===== config.mk =====
export PLATFORM = sky130hd
export DESIGN_NAME = piso_serializer
export DESIGN_NICKNAME = d
export VERILOG_FILES = /design/src/rtl/piso_serializer.sv
export SDC_FILE = /design/constraint.sdc
export NUM_CORES = 1
export LEC_CHECK = 0
export ABC_AREA = 1
export CORE_MARGIN = 4
export CORE_UTILIZATION = 37
export DETAILED_ROUTE_END_ITERATION = 16
export SETUP_SLACK_MARGIN = 0.2
export SLEW_MARGIN = 20
export SYNTH_ARGS = -nofsm -noshare
export SYNTH_HDL_FRONTEND = slang
export SYNTH_SLANG_ARGS = --single-unit

===== constraint.sdc =====
create_clock -name clk -period 1.6 [get_ports clk]
set_input_delay 0.32 -clock clk [delete_from_list [all_inputs] [get_ports clk]]
set_output_delay 0.32 -clock clk [all_outputs]
set_load 0.005 [all_outputs]

===== src/rtl/piso_serializer.sv =====
// Parallel-in, serial-out transmitter with valid/ready on both the load and serial sides.
// Optional SER_PARITY_EN appends an even-parity beat after the data bits.
module piso_serializer #(
  parameter int unsigned WIDTH     = 4,
  parameter bit          MSB_FIRST = 1'b1
) (
  input  logic             clk,
  input  logic             reset,
  input  logic             load_valid,
  output logic             load_ready,
  input  logic [WIDTH-1:0] load_data,
  output logic             ser_valid,
  input  logic             ser_ready,
  output logic             ser_out,
  output logic             ser_last,
  output logic             busy
);

`ifdef SER_PARITY_EN
  localparam int unsigned SW = WIDTH + 1;
`else
  localparam int unsigned SW = WIDTH;
`endif
  localparam int unsigned CntW = $clog2(WIDTH + 1);
  localparam logic [CntW-1:0] CntLoad = CntW'(SW - 1);

  typedef enum logic [0:0] {StIdle, StShift} state_e;

  state_e          state_q;
  logic [SW-1:0]   shreg_q;
  logic [CntW-1:0] cnt_q;

  logic          cnt_zero;
  logic          load_xfer;
  logic [SW-1:0] load_word;
  logic [SW-1:0] shreg_shifted;

  assign cnt_zero   = (cnt_q == '0);
  assign load_ready = (state_q == StIdle) | ((state_q == StShift) & cnt_zero & ser_ready);
  assign load_xfer  = load_valid & load_ready;

  // Parity sits at the tail end of the word so it drains out after the data bits.
  always_comb begin
    load_word = '0;
`ifdef SER_PARITY_EN
    if (MSB_FIRST) load_word = {load_data, ^load_data};
    else           load_word = {^load_data, load_data};
`else
    load_word = load_data;
`endif
  end

  always_comb begin
    shreg_shifted = '0;
    if (MSB_FIRST) shreg_shifted = {shreg_q[SW-2:0], 1'b0};
    else           shreg_shifted = {1'b0, shreg_q[SW-1:1]};
  end

  always_ff @(posedge clk or negedge reset) begin
    if (!reset) begin
      state_q <= StIdle;
      shreg_q <= '0;
      cnt_q   <= '0;
    end else begin
      unique case (state_q)
        StIdle: begin
          if (load_xfer) begin
            shreg_q <= load_word;
            cnt_q   <= CntLoad;
            state_q <= StShift;
          end
        end
        StShift: begin
          if (ser_ready) begin
            if (!cnt_zero) begin
              shreg_q <= shreg_shifted;
              cnt_q   <= cnt_q - CntW'(1);
            end else if (load_valid) begin
              shreg_q <= load_word;
              cnt_q   <= CntLoad;
            end else begin
              // Final shift zero-fills, so ser_out rests at 0 in idle.
              shreg_q <= shreg_shifted;
              state_q <= StIdle;
            end
          end
        end
      endcase
    end
  end

  assign busy      = (state_q == StShift);
  assign ser_valid = (state_q == StShift);
  assign ser_last  = (state_q == StShift) & cnt_zero;
  assign ser_out   = MSB_FIRST ? shreg_q[SW-1] : shreg_q[0];

endmodule

==> impl_results.md <==
* Largest net degree at the start of global routing at 9
* DR vias/cell at 4.434
* CTS tree: done
* Largest family of logic cells by synthesized area: simple AND/OR/NAND/NOR gates
* Number of antenna diodes at 0
* Worst Skew at 0.01021 ns
* Post-Layout Cell Count at 106
* Fin. max-slew vios at 0
* Post-DP HPWL at 839 um
* Synth Register Bits at 8
* Cell Area, Synth at 516.7 um^2
* Mean post-synth cell area at 7.713 um^2
* Min Tclk post-route at 1.465 ns
* Clock sink count at 8
* CP top delay family: flip-flops
* Run status: completed
* Port bufs at 12
* Crit Path Category: register to output port
* Most frequent cells in the layout: nand2_1, buf_4, inv_1
* Initial Util at 39.71%
* CTS buffer count at 3
* Overall routing resource usage at 12.67%
* Row count at 13
* Synth Area in Compound Gates at 12.35%
* Crit end category: output port
* Antenna-violating nets left at 0
* Worst skew pair latency at 0.26 ns
* PD cells at 1608 mW/mm^2
* Slew margin rel. at 74.65%
* Worst slew pin tran at 0.3791 ns
* Area share of fa/ha/maj cells after synthesis at 4.843%
* Bufs and invs on worst path at 2
* Commonest non-fill, non-tap cell in the layout: nand2_1
* Post-Synth XOR/XNOR Area at 0%
* Post-Route WL at 1079 um
* R2r setup slk at 0.30 ns
* H-tree depth at 1
* Worst EP required at 1.28 ns
* Hold Crit Class: input port to async pin
* Number of global-route vias before repair at 436
* Post-route setup TNS at 0 ns
* Critical Path AT at 1.15 ns
* Setup violations, final at 0
* Final hold vios at 0
* Clock tree buffer depth at 2
* PnR worst setup slack at 0.1347 ns
* Instance count on the critical path at 5
* CP Cell Sequence: inv_2, ha_4, nand2_4, o21ai_2, buf_2
* Final Cycle Share at 91.58%
* Wire length per cell at 10.18 um
* Post-synthesis sequential area ratio at 38.74%
* Die Span X at 45.37 um
* LEAKAGE at 0.4019 nW
* GRT overflow at 0
* Crit-path max cell delay at 0.38 ns
* Clk Tree Root Cell: clkbuf_4
* Crit-path max FO at 3
* Max Cap Viol at 0
* Routability cong. at 0.7904
* Post-route DRC at 0
* CP startpoint kind: register
* Peak supply drop at 963.1 uV
* Ys Warns at 0
* Area of the die at 0.002058 mm^2
* Mapped Cells at 67
* Final #Nets at 103
* Via count at 470
* Height of the chip at 45.37 um
* Worst Reg-to-Reg Cells at 6
* Starting DRC count in detailed routing at 4
* Fmax at 682.4 MHz
* Worst-path clk slew at 0.06 ns
* Area grow syn2layout at 42.61%
* Fraction of layout cells with a size suffix above 1 at 31.87%
* First-pass GRT wire length at 1759 um
* Hold WS at 0.3408 ns
* Hold-fix buffers at CTS at 0
* Initial antenna violation count at 0
* CP max stage cell: dfrtp_1
* Syn nets at 77
* Post-Synth Simple-Gate Area at 29.30%
* First drt pass iteration count at 4
* Mux contribution to synthesized area at 0%
* # placed instances at 100
* # IOs at 13
* Synth unique cells at 18
* Unrepaired setup endpoints after global routing: true
* Place WS at -0.3597 ns
* Core Region at 0.001301 mm^2
worst reg2reg max path, delay by kind of cell (launching register included):
family                 cells  cell delay, ns
AND/OR/NAND/NOR            2            0.12
AO/OA/AOI/OAI              2            0.34
flip-flops                 1            0.42
buffers and inverters      2            0.31
flip-flops by register name, summed over array words and instances (netlist names):
register	count
shreg_q	4
busy	1
cnt_q	3
metrics by stage:
step / util [%] / total power, W / cell area, um^2
after global routing: 56.63 / 0.001304 / 737.0
after CTS: 56.06 / 0.001185 / 729.5
after global placement: 52.88 / 0.0009853 / 688.2
after floorplan: - / 0.0007367 / 516.7
final: 56.63 / 0.001185 / 737.0
after detailed placement: 52.88 / 0.0009944 / 688.2
cells in the mapped netlist:
cell	number	area [um^2]
nand2_1	21	78.83
inv_1	12	45.04
dfrtp_1	8	200.2
nand3_1	7	35.03
o21ai_2	3	26.28
ha_1	2	25.02
nor2_1	2	7.510
o21ai_0	2	10.01
buf_12	1	20.02
buf_4	1	7.510
inv_2	1	3.750
nand2_2	1	6.260
nand2_4	1	11.26
nand4_1	1	6.260
nor2_2	1	6.260
o21ai_1	1	5.000
o21ai_4	1	16.27
o22ai_1	1	6.260
area by class of cell:
type / instances / area (um^2)
clock buffers: 3 / 22.52
fillers: 137 / 564.3
multi-input cells: 44 / 256.5
flip-flops and latches: 8 / 201.4
repair buffers: 23 / 188.9
well taps: 15 / 18.77
inverters: 13 / 48.80
kinds of logic after synthesis:
logic type | Yosys count
simple gates | 34
fa+ha+maj | 2
buf+inv | 15
flops | 8
compound gates | 8
final timing paths:
| path | end | startpoint |
|---|---|---|
| max reg2reg | cnt_q[0] | busy |
| max in group asynchronous | busy | reset |
| max | load_ready | cnt_q[0] |
| min | shreg_q[0] | reset |
| min reg2reg | shreg_q[1] | shreg_q[1] |
| min in group clk | shreg_q[1] | shreg_q[1] |
per-layer routing:
| metal | track usage (%) | share of wire (%) | wire, um |
|---|---|---|---|
| met4 | 5.263 | 1.0 | 11 |
| met3 | 7.115 | 7.9 | 85 |
| met5 | 0 | 0 | 0 |
| met1 | 14.88 | 45 | 490 |
| met2 | 18.93 | 46 | 491 |
where the power goes:
| part | internal (W) | total, W | leakage [nW] | switching [W] |
|---|---|---|---|---|
| clock network | 0.0000861 | 0.000159 | 0.0138 | 0.0000726 |
| registers | 0.000287 | 0.000328 | 0.0980 | 0.0000405 |
| logic | 0.000342 | 0.000698 | 0.290 | 0.000356 |
| total | 0.000716 | 0.00118 | 0.402 | 0.000469 |
timing repair:
item	in CTS	in global routing
buffers inserted	2	1
gates resized for setup	18	0
endpoints found under the setup margin	5	2
gates cloned	0	0
pin swaps	1	0
Power figures use the tool's default switching activity.
